===== src/rtl/prefetch_pkg.sv =====
// Shared types and helpers for the prefetch scheduler and its queue.
package prefetch_pkg;

    // Default log2 of the cache line size in bytes.
    localparam int unsigned LOGLINE = 6;

    // Widest address the line helper accepts; callers zero-extend into it.
    localparam int unsigned ADDR_W_MAX = 128;

    // Output slot state: empty, holding a demand, or holding a prefetch.
    typedef enum logic [1:0] {
        SLOT_IDLE    = 2'd0,
        SLOT_HOLD_DM = 2'd1,
        SLOT_HOLD_PF = 2'd2
    } slot_state_e;

    // Line address of a byte address: strips the in-line offset bits.
    function automatic logic [ADDR_W_MAX-1:0] line_addr(
        input logic [ADDR_W_MAX-1:0] addr,
        input int unsigned           logline
    );
        return addr >> logline;
    endfunction

endpackage


===== src/rtl/prefetch_fifo.sv =====
// Prefetch candidate queue with per-entry valid bits and a line-match search port.
module prefetch_fifo #(
    parameter int unsigned WIDTH   = 64,
    parameter int unsigned QDEPTH  = 8,
    parameter int unsigned LOGLINE = 6
) (
    input  logic             clk,
    input  logic             rst,
    input  logic             push_i,
    input  logic [WIDTH-1:0] push_addr_i,
    input  logic             pop_i,
    input  logic             flush_i,
    output logic [WIDTH-1:0] head_o,
    output logic             empty_o,
    output logic             full_o,
    input  logic [WIDTH-1:0] cmp_addr_i,
    output logic             match_o
);
    import prefetch_pkg::*;

    localparam int unsigned PW = (QDEPTH > 1) ? $clog2(QDEPTH) : 1;
    localparam int unsigned CW = $clog2(QDEPTH + 1);

    logic [WIDTH-1:0]  mem_q [QDEPTH];
    logic [WIDTH-1:0]  mem_d [QDEPTH];
    logic [QDEPTH-1:0] vld_q, vld_d;
    logic [PW-1:0]     wr_ptr_q, wr_ptr_d;
    logic [PW-1:0]     rd_ptr_q, rd_ptr_d;
    logic [CW-1:0]     count_q, count_d;

    assign head_o  = mem_q[rd_ptr_q];
    assign empty_o = (count_q == '0);
    assign full_o  = (count_q == CW'(QDEPTH));

    // Search every valid entry for the candidate's line.
    always_comb begin
        match_o = 1'b0;
        for (int i = 0; i < int'(QDEPTH); i++) begin
            if (vld_q[i] &&
                (line_addr(ADDR_W_MAX'(mem_q[i]), LOGLINE) ==
                 line_addr(ADDR_W_MAX'(cmp_addr_i), LOGLINE))) begin
                match_o = 1'b1;
            end
        end
    end

    // Next queue state: pop frees the head, push fills the tail, flush clears all.
    always_comb begin
        mem_d    = mem_q;
        vld_d    = vld_q;
        wr_ptr_d = wr_ptr_q;
        rd_ptr_d = rd_ptr_q;
        count_d  = count_q;
        if (pop_i) begin
            vld_d[rd_ptr_q] = 1'b0;
            rd_ptr_d        = PW'(rd_ptr_q + PW'(1));
        end
        if (push_i && !flush_i) begin
            mem_d[wr_ptr_q] = push_addr_i;
            vld_d[wr_ptr_q] = 1'b1;
            wr_ptr_d        = PW'(wr_ptr_q + PW'(1));
        end
        case ({push_i && !flush_i, pop_i})
            2'b10:   count_d = CW'(count_q + CW'(1));
            2'b01:   count_d = CW'(count_q - CW'(1));
            default: count_d = count_q;
        endcase
        if (flush_i) begin
            vld_d    = '0;
            wr_ptr_d = '0;
            rd_ptr_d = '0;
            count_d  = '0;
        end
    end

    // Control state with synchronous reset.
    always_ff @(posedge clk) begin
        if (rst) begin
            vld_q    <= '0;
            wr_ptr_q <= '0;
            rd_ptr_q <= '0;
            count_q  <= '0;
        end else begin
            vld_q    <= vld_d;
            wr_ptr_q <= wr_ptr_d;
            rd_ptr_q <= rd_ptr_d;
            count_q  <= count_d;
        end
    end

    // Entry payload storage; validity is tracked separately so no reset is needed.
    always_ff @(posedge clk) begin
        mem_q <= mem_d;
    end

endmodule


===== src/rtl/prefetch_scheduler.sv =====
// Arbitrates demand misses and queued prefetches into one registered lower-level slot.
module prefetch_scheduler #(
    parameter int unsigned WIDTH        = 64,
    parameter int unsigned QDEPTH       = 8,
    parameter int unsigned MSHR_COUNT   = 16,
    parameter int unsigned PF_THRESHOLD = 12,
    parameter int unsigned LOGLINE      = prefetch_pkg::LOGLINE
) (
    input  logic                              clk,
    input  logic                              rst,
    input  logic                              dm_valid_i,
    input  logic [WIDTH-1:0]                  dm_address_i,
    output logic                              dm_ready_o,
    input  logic                              pf_valid_i,
    input  logic [WIDTH-1:0]                  pf_address_i,
    input  logic                              flush_i,
    input  logic                              mshr_release_i,
    input  logic                              lo_ready_i,
    output logic                              lo_valid_o,
    output logic [WIDTH-1:0]                  lo_address_o,
    output logic                              lo_is_prefetch_o,
    output logic [$clog2(MSHR_COUNT+1)-1:0]   inflight_o,
    output logic [15:0]                       pf_drop_count_o
);
    import prefetch_pkg::*;

    localparam int unsigned IW = $clog2(MSHR_COUNT + 1);

    slot_state_e      state_q, state_d;
    logic             lo_valid_q, lo_valid_d;
    logic [WIDTH-1:0] lo_address_q, lo_address_d;
    logic             lo_is_pf_q, lo_is_pf_d;
    logic [IW-1:0]    inflight_q, inflight_d;
    logic [15:0]      drop_q, drop_d;

    logic             handshake;
    logic             slot_free;
    logic             dm_accept;
    logic             pf_pop;
    logic             pf_push;
    logic             pf_drop;
    logic             pf_dup;
    logic             q_match;
    logic             q_empty;
    logic             q_full;
    logic [WIDTH-1:0] q_head;

    assign handshake  = lo_valid_q && lo_ready_i;
    assign slot_free  = (state_q == SLOT_IDLE) || handshake;
    assign dm_ready_o = slot_free && (inflight_q < IW'(MSHR_COUNT));
    assign dm_accept  = dm_valid_i && dm_ready_o;
    assign pf_pop     = slot_free && !dm_accept && !q_empty &&
                        (inflight_q < IW'(PF_THRESHOLD));

    // A candidate is redundant if its line is already queued or sitting in the slot.
    assign pf_dup  = q_match ||
                     (lo_valid_q &&
                      (line_addr(ADDR_W_MAX'(lo_address_q), LOGLINE) ==
                       line_addr(ADDR_W_MAX'(pf_address_i), LOGLINE)));
    assign pf_push = pf_valid_i && !flush_i && !pf_dup && (!q_full || pf_pop);
    assign pf_drop = pf_valid_i && !flush_i && !pf_push;

    prefetch_fifo #(
        .WIDTH   (WIDTH),
        .QDEPTH  (QDEPTH),
        .LOGLINE (LOGLINE)
    ) u_fifo (
        .clk         (clk),
        .rst         (rst),
        .push_i      (pf_push),
        .push_addr_i (pf_address_i),
        .pop_i       (pf_pop),
        .flush_i     (flush_i),
        .head_o      (q_head),
        .empty_o     (q_empty),
        .full_o      (q_full),
        .cmp_addr_i  (pf_address_i),
        .match_o     (q_match)
    );

    // Slot FSM next state: demand beats prefetch, otherwise drain or hold.
    always_comb begin
        state_d      = state_q;
        lo_address_d = lo_address_q;
        if (dm_accept) begin
            state_d      = SLOT_HOLD_DM;
            lo_address_d = dm_address_i;
        end else if (pf_pop) begin
            state_d      = SLOT_HOLD_PF;
            lo_address_d = q_head;
        end else if (handshake) begin
            state_d      = SLOT_IDLE;
        end
        lo_valid_d = (state_d != SLOT_IDLE);
        lo_is_pf_d = (state_d == SLOT_HOLD_PF);
    end

    // Outstanding-request and drop counters, both saturating.
    always_comb begin
        inflight_d = inflight_q;
        drop_d     = drop_q;
        if (handshake && !mshr_release_i) begin
            if (inflight_q < IW'(MSHR_COUNT)) begin
                inflight_d = IW'(inflight_q + IW'(1));
            end
        end else if (mshr_release_i && !handshake) begin
            if (inflight_q != '0) begin
                inflight_d = IW'(inflight_q - IW'(1));
            end
        end
        if (pf_drop && (drop_q != 16'hFFFF)) begin
            drop_d = drop_q + 16'd1;
        end
    end

    // State register; reset abandons any held request.
    always_ff @(posedge clk) begin
        if (rst) begin
            state_q      <= SLOT_IDLE;
            lo_valid_q   <= 1'b0;
            lo_address_q <= '0;
            lo_is_pf_q   <= 1'b0;
            inflight_q   <= '0;
            drop_q       <= '0;
        end else begin
            state_q      <= state_d;
            lo_valid_q   <= lo_valid_d;
            lo_address_q <= lo_address_d;
            lo_is_pf_q   <= lo_is_pf_d;
            inflight_q   <= inflight_d;
            drop_q       <= drop_d;
        end
    end

    assign lo_valid_o       = lo_valid_q;
    assign lo_address_o     = lo_address_q;
    assign lo_is_prefetch_o = lo_is_pf_q;
    assign inflight_o       = inflight_q;
    assign pf_drop_count_o  = drop_q;

endmodule


===== config.mk =====
export PLATFORM = sky130hd
export DESIGN_NAME = prefetch_scheduler
export DESIGN_NICKNAME = d
export VERILOG_FILES = /design/src/rtl/prefetch_pkg.sv /design/src/rtl/prefetch_fifo.sv /design/src/rtl/prefetch_scheduler.sv
export SDC_FILE = /design/constraint.sdc
export NUM_CORES = 1
export LEC_CHECK = 0
export CAP_MARGIN = 20
export CORE_ASPECT_RATIO = 0.7
export CORE_MARGIN = 5
export CORE_UTILIZATION = 56
export CTS_BUF_LIST = sky130_fd_sc_hd__clkbuf_8
export DETAILED_ROUTE_END_ITERATION = 7
export PLACE_DENSITY = 0.77
export SYNTH_ARGS = -nofsm -noshare
export SYNTH_HDL_FRONTEND = slang
export SYNTH_HIERARCHICAL = 1
export SYNTH_SLANG_ARGS = --single-unit

===== constraint.sdc =====
create_clock -name clk -period 14 [get_ports clk]
set_clock_uncertainty 0.2 [all_clocks]
set_input_delay 2.8 -clock clk [delete_from_list [all_inputs] [get_ports clk]]
set_output_delay 2.8 -clock clk [all_outputs]
set_load 0.02 [all_outputs]

==> results of run 1 <==
layer usage:
| layer | GRT usage | vias up | wire, um |
|---|---|---|---|
| met2 | 0.548 | 1928 | 49200 |
| met4 | 0.148 | 12 | 5280 |
| met1 | 0.617 | 11000 | 49200 |
| li1 | - | 8599 | - |
| met5 | 0 | - | 78 |
| met3 | 0.182 | 253 | 20600 |
stage by stage:
step	hold slack [ns]	instance area, um^2	total power, mW	std cells	utilization
floorplan	0.245	30500	2.46	2131	-
global placement	0.277	33100	2.78	2979	0.616
detailed placement	0.266	33100	2.79	2981	0.616
CTS	0.280	34900	4.20	3155	0.649
global route	0.314	34900	4.34	3158	0.650
finish	0.288	34900	4.22	3160	0.650
kinds of logic (layout without fill, tap and decap cells):
kind of cell	after synthesis	after routing	synth area share
adder cells (fa/ha/maj)	11	11	0.00501
flip-flops	619	619	0.575
other	0	2	0
AO/OA/AOI/OAI	237	237	0.0553
AND/OR/NAND/NOR	355	355	0.0643
multiplexers	256	256	0.139
buffers and inverters	222	519	0.0359
XOR/XNOR	431	431	0.125
worst min path at each step:
stage	from	end	slack, ns	depth (start not counted)
6_report	u_fifo/vld_q[0]	u_fifo/vld_q[0]	0.29	2
3_3_place_gp	u_fifo/vld_q[0]	u_fifo/vld_q[0]	0.28	2
5_1_grt	u_fifo/vld_q[1]	u_fifo/vld_q[1]	0.31	2
3_5_place_dp	u_fifo/vld_q[0]	u_fifo/vld_q[0]	0.27	2
2_1_floorplan	u_fifo/vld_q[0]	u_fifo/vld_q[0]	0.24	2
4_1_cts	u_fifo/vld_q[0]	u_fifo/vld_q[0]	0.28	2
registers in the layout, indices dropped and copies added, names as in the netlist:
register and count:
inflight_o 5, lo_address_o 64, lo_is_prefetch_o 1, lo_valid_o 1, pf_drop_count_o 16, state_q 2
u_fifo/count_q 4, u_fifo/mem_q 512, u_fifo/rd_ptr_q 3, u_fifo/vld_q 8, u_fifo/wr_ptr_q 3
critical path, stage by stage:
cell             delay (ns)
clkdlybuf4s50_1        0.85
xnor2_1                1.20
nand4_1                0.63
nor4_1                 0.59
nand4_1                0.23
nor4_1                 0.39
a21oi_1                0.09
nand4_1                0.19
a221oi_2               0.05
buf_4                  0.27
and3b_1                0.25
nor2b_1                0.16
inv_1                  0.09
ha_1                   0.26
ha_1                   0.27
a21o_1                 0.18
a21oi_1                0.18
xnor2_1                0.10
or3_1                  0.32
a21oi_1                0.16
synthesized netlist by cell type, types with 5 or more instances:
cell / n
a211oi_1: 66
a21oi_1: 42
a221oi_1: 20
a22oi_1: 9
buf_1: 6
buf_2: 64
buf_6: 22
clkbuf_1: 40
dfxtp_1: 107
edfxtp_1: 512
ha_1: 9
inv_1: 59
inv_2: 25
mux2_2: 65
mux2i_1: 62
mux4_2: 128
nand2_1: 21
nand2b_1: 17
nand3_1: 21
nand4_1: 65
nor2_1: 97
nor2b_1: 11
nor3_1: 9
nor4_1: 74
o2111ai_1: 5
o21ai_0: 13
o22ai_1: 31
o2bb2ai_1: 13
o31ai_1: 13
or4_1: 14
xnor2_1: 185
xor2_1: 242
power breakdown:
part | switching (mW) | total (mW) | leakage (nW) | internal (mW)
sequential | 0.0657 | 2.11 | 5.49 | 2.04
clock | 0.738 | 1.44 | 1.07 | 0.701
combinational | 0.418 | 0.669 | 4.72 | 0.250
total | 1.22 | 4.22 | 11.3 | 3.00
cell type report:
class | instances | area [um^2]
Fill cell | 3820 | 18800
Antenna cell | 2 | 5.00
Multi-Input combinational cell | 1290 | 11900
Inverter | 86 | 325
Timing Repair Buffer | 259 | 2530
Sequential cell | 619 | 17500
Clock inverter | 68 | 327
Tap cell | 730 | 913
Clock buffer | 106 | 1460
==> results.cfg, run 1 <==
[yosys]
syn_area_um2 = 30500
synth-seq-area-share = 0.575
netlist.area_leader.share = 0.505
synth_area_leaders = edfxtp_1 50%, mux4_2 9.5%, dfxtp_1 7.0%
yosysUniqueCellTypes = 65
ys_ff_latch = 619
synth_ff_type = edfxtp_1
avgSynthCellArea_um2 = 14.3
yosysWarnings = 6
synth_fp_nets = 2277
synth_edf_count = 512
synthArstFlopShare = 0
synthCells = 2131
synth.largest_area_cell = edfxtp_1

[global_route]
grt_pass1_wl_um = 169000
grt-ovfl-total = 0
grt_max_degree = 91
antenna_found_initial = 10
grt_pass1_vias = 20600
track_usage = 0.417

[worst_setup_path]
worstReg2RegEnd = u_fifo/count_q[3]
critical_path.max_fanout = 31
worstSetupEndpoint = u_fifo/count_q[3]
ff2ff_path_depth = 19
critical_path_class = in -> reg
cp.arrival_ns = 9.29
start_kind = input port
reg2reg_slack_ns = 7.87
worstPathRequired_ns = 14.43
startpoint = pf_address_i[50]
worstReg2RegStart = u_fifo/mem_q[434]
endpoint_kind = flip-flop

[finish]
final_nets = 2494
layout_common_cells = 512 x edfxtp_1, 242 x xor2_1, 221 x clkdlybuf4s50_1
final_common_cell = edfxtp_1
drive_above_1_share = 0.166
synthToLayoutAreaGrowth_pct = 14.7

[floorplanning]
ios = 223
rows = 71
fp.dieW_um = 289
die_h_um = 205
core_area_um2 = 53700
start_util = 0.567
die_area_um2 = 59200

[flow_run]
drv_cap = 0

[detailed_routing]
drc = 0
num_vias = 21800
wire_per_inst_um = 39.3
wirelength_um = 124000
final_antenna_net_count = 0
vias_per_cell = 6.91
first_iter_violations = 4265
dr.pass1.iters = 7

[clocking]
cts_buffer_depth = 3
cts_root_buf = clkbuf_8
clk_latency_ns = 0.72
cts_hold_buffers = 0
path_clk_slew_ns = 0.08
cts_tree = done
cts_made_buffers = 92
postCtsSetupRepairBufs = 0
ctsHtreeMaxLevel = 3
cts_resized = 0
cts_num_sinks = 619

[sta]
finalCriticalPeriod_ns = 8.86
drv_slew = 0
fmax_mhz = 113
relSlewSlack = 0.159
setup_viol = 0
rsz0062_at_grt = false
hold_viol = 0
worstMarginPinSlew_ns = 1.25
period_share = 0.633
setup_slack_ns = 5.14
setup-tns-final_ns = 0

[hold_path]
hold_path_class = reg -> reg

[placed_design]
hpwl_um = 92900
place.gp.congestion = 1.10
numPortBuffers = 222
pre_cts_ws_ns = 4.89

[outcome]
run_status = finished, final reports clean

[pwr]
power.leakage_nw = 11.3
powerDensity_nw_per_um2 = 121
ir_worst_vdd_v = 0.000128
Note: power is estimated with default switching activity, not from simulation.
==> run 2, diff against run 1 <==
Clock period 14 ns to 8.6 ns, I/O delays scaled along.
==> run 2 against run 1 <==
Effect of this change: total power increased by 67%; combinational power increased by 67%; non-clock buffer count grew 23; utilization rose by 0.62 points; via count increased by 2.9%; sequential cell count is the same; worst hold slack gained 0.016 ns; die area is the same; critical path depth fell by 1; register-to-register slack worse by 4.9 ns; sequential share of layout area down 0.47 points; wire length up 4.6%; critical endpoint unchanged.
==> results.cfg, run 2 (synthesized netlist as in run 1, its figures left out) <==
[sta]
period_share = 0.846
setup_viol = 0
finalCriticalPeriod_ns = 7.27
worstMarginPinSlew_ns = 1.27
drv_slew = 0
fmax_mhz = 137
setup-tns-final_ns = 0
whs_ns = 0.304
rsz0062_at_grt = false
hold_viol = 0
relSlewSlack = 0.142

[worst_setup_path]
cp_slowest_cell = xnor2_1
worstReg2RegEnd = u_fifo/count_q[3]
worstPathRequired_ns = 9.04
startpoint = pf_address_i[50]
worstReg2RegStart = u_fifo/mem_q[159]
path_cells = clkdlybuf4s50_1 > xnor2_1 > nand4_1 > nor4_1 > nand4_1 > nor4_1 > a21oi_1 > nand4_1 > a221oi_2 > and3b_1 > nor2b_1 > inv_1 > ha_1 > ha_1 > a21o_1 > a21oi_1 > xnor2_1 > or3_1 > a21oi_1
cp.arrival_ns = 7.71
worstSetupEndpoint = u_fifo/count_q[3]
ff2ff_path_depth = 18
endpoint_kind = flip-flop
reg2reg_slack_ns = 2.95
max_stage_delay_ns = 1.07
start_kind = input port
critical_path_class = in -> reg
critical_path.max_fanout = 18

[detailed_routing]
drc = 0
wirelength_um = 130000
first_iter_violations = 4283
final_antenna_net_count = 0
dr.pass1.iters = 6
wire_per_inst_um = 40.8
num_vias = 22400
vias_per_cell = 7.05

[clocking]
cts_hold_buffers = 0
cts_tree = done
cts_num_sinks = 619
cts_resized = 0
cts_buffer_depth = 3
postCtsSetupRepairBufs = 0
cts_made_buffers = 94
path_clk_slew_ns = 0.06
clk_latency_ns = 0.72
cts_root_buf = clkbuf_8
ctsHtreeMaxLevel = 3

[outcome]
run_status = finished, final reports clean

[finish]
final_common_cell = edfxtp_1
postLayoutCellArea_um2 = 35300
final_nets = 2519
largest_reg_flops = 512
layout_common_cells = 512 x edfxtp_1, 242 x xor2_1, 221 x clkdlybuf4s50_1
synthToLayoutAreaGrowth_pct = 15.8
drive_above_1_share = 0.175
top_register = u_fifo/mem_q

[placed_design]
dpl_cell_area_um2 = 33400
numPortBuffers = 222
place.gp.congestion = 1.07
hpwl_um = 96500

[global_route]
grt_pass1_wl_um = 176000
grt-ovfl-total = 0
grt_max_degree = 92
track_usage = 0.434
antenna_found_initial = 18
grt_pass1_vias = 21000

[flow_run]
drv_cap = 0

[floorplanning]
core_area_um2 = 53700
die_area_um2 = 59200
fp.dieW_um = 289
die_h_um = 205
ios = 223
start_util = 0.567
rows = 71

[hold_path]
hold_path_class = reg -> reg

[pwr]
ir_worst_vdd_v = 0.000208
powerDensity_nw_per_um2 = 200
power.leakage_nw = 11.4
[run 2: cell count changes in the layout (fill, tap and decap cells not counted), sizes merged]
| cell | delta |
|---|---|
| buf | +25 |
| clkbuf | -6 |
| inv | -10 |
| bufinv | +5 |
| clkinv | +10 |
[run 2: cell type report]
cell class                      instances  area (um^2)
Inverter                               86          325
Sequential cell                       619        17500
Multi-Input combinational cell       1290        11900
Fill cell                            3663        18500
Clock buffer                          102         1400
Antenna cell                            2         5.00
Clock inverter                         73          474
Tap cell                              730          913
Timing Repair Buffer                  282         2770
[run 2: how the worst min path moves through the flow]
stage / from / end / slack [ns] / cells past startpoint
6_report: u_fifo/count_q[3] / u_fifo/count_q[3] / 0.30 / 2
4_1_cts: u_fifo/count_q[3] / u_fifo/count_q[3] / 0.30 / 2
3_3_place_gp: pf_drop_count_o[4] / pf_drop_count_o[4] / 0.28 / 2
2_1_floorplan: u_fifo/vld_q[0] / u_fifo/vld_q[0] / 0.24 / 2
3_5_place_dp: u_fifo/count_q[3] / u_fifo/count_q[3] / 0.30 / 2
5_1_grt: pf_drop_count_o[4] / pf_drop_count_o[4] / 0.34 / 2
[run 2: worst max-delay path, delay by kind of cell]
kind | cells | cell delay (ns)
xor+xnor | 2 | 1.16
compound gates | 5 | 0.68
buf+inv | 2 | 0.95
simple gates | 8 | 2.74
fa+ha+maj | 2 | 0.43
[run 2: routing by layer]
layer | share of wire | vias up | GRT usage
met4 | 0.043 | 28 | 0.136
met2 | 0.40 | 2164 | 0.594
li1 | - | 8646 | -
met5 | 0.0026 | - | 0.0150
met1 | 0.38 | 11300 | 0.630
met3 | 0.17 | 343 | 0.186
[run 2: power breakdown]
group	leakage, nW	internal, mW	total [mW]	switching [mW]
Sequential	5.49	3.33	3.44	0.110
Clock	1.08	1.26	2.50	1.25
Combinational	4.85	0.412	1.12	0.709
Total	11.4	5.00	7.06	2.07
[run 2: stage by stage]
stage                     utilization  setup WS (ns)  instances  power [mW]
after CTS                       0.656           1.56       3180        7.03
after detailed placement        0.621          0.826       3005        4.57
after floorplan                     -           2.67       2131        4.00
after global routing            0.656           1.28       3183        7.26
after global placement          0.621          0.749       3003        4.54
final                           0.656           1.33       3184        7.06
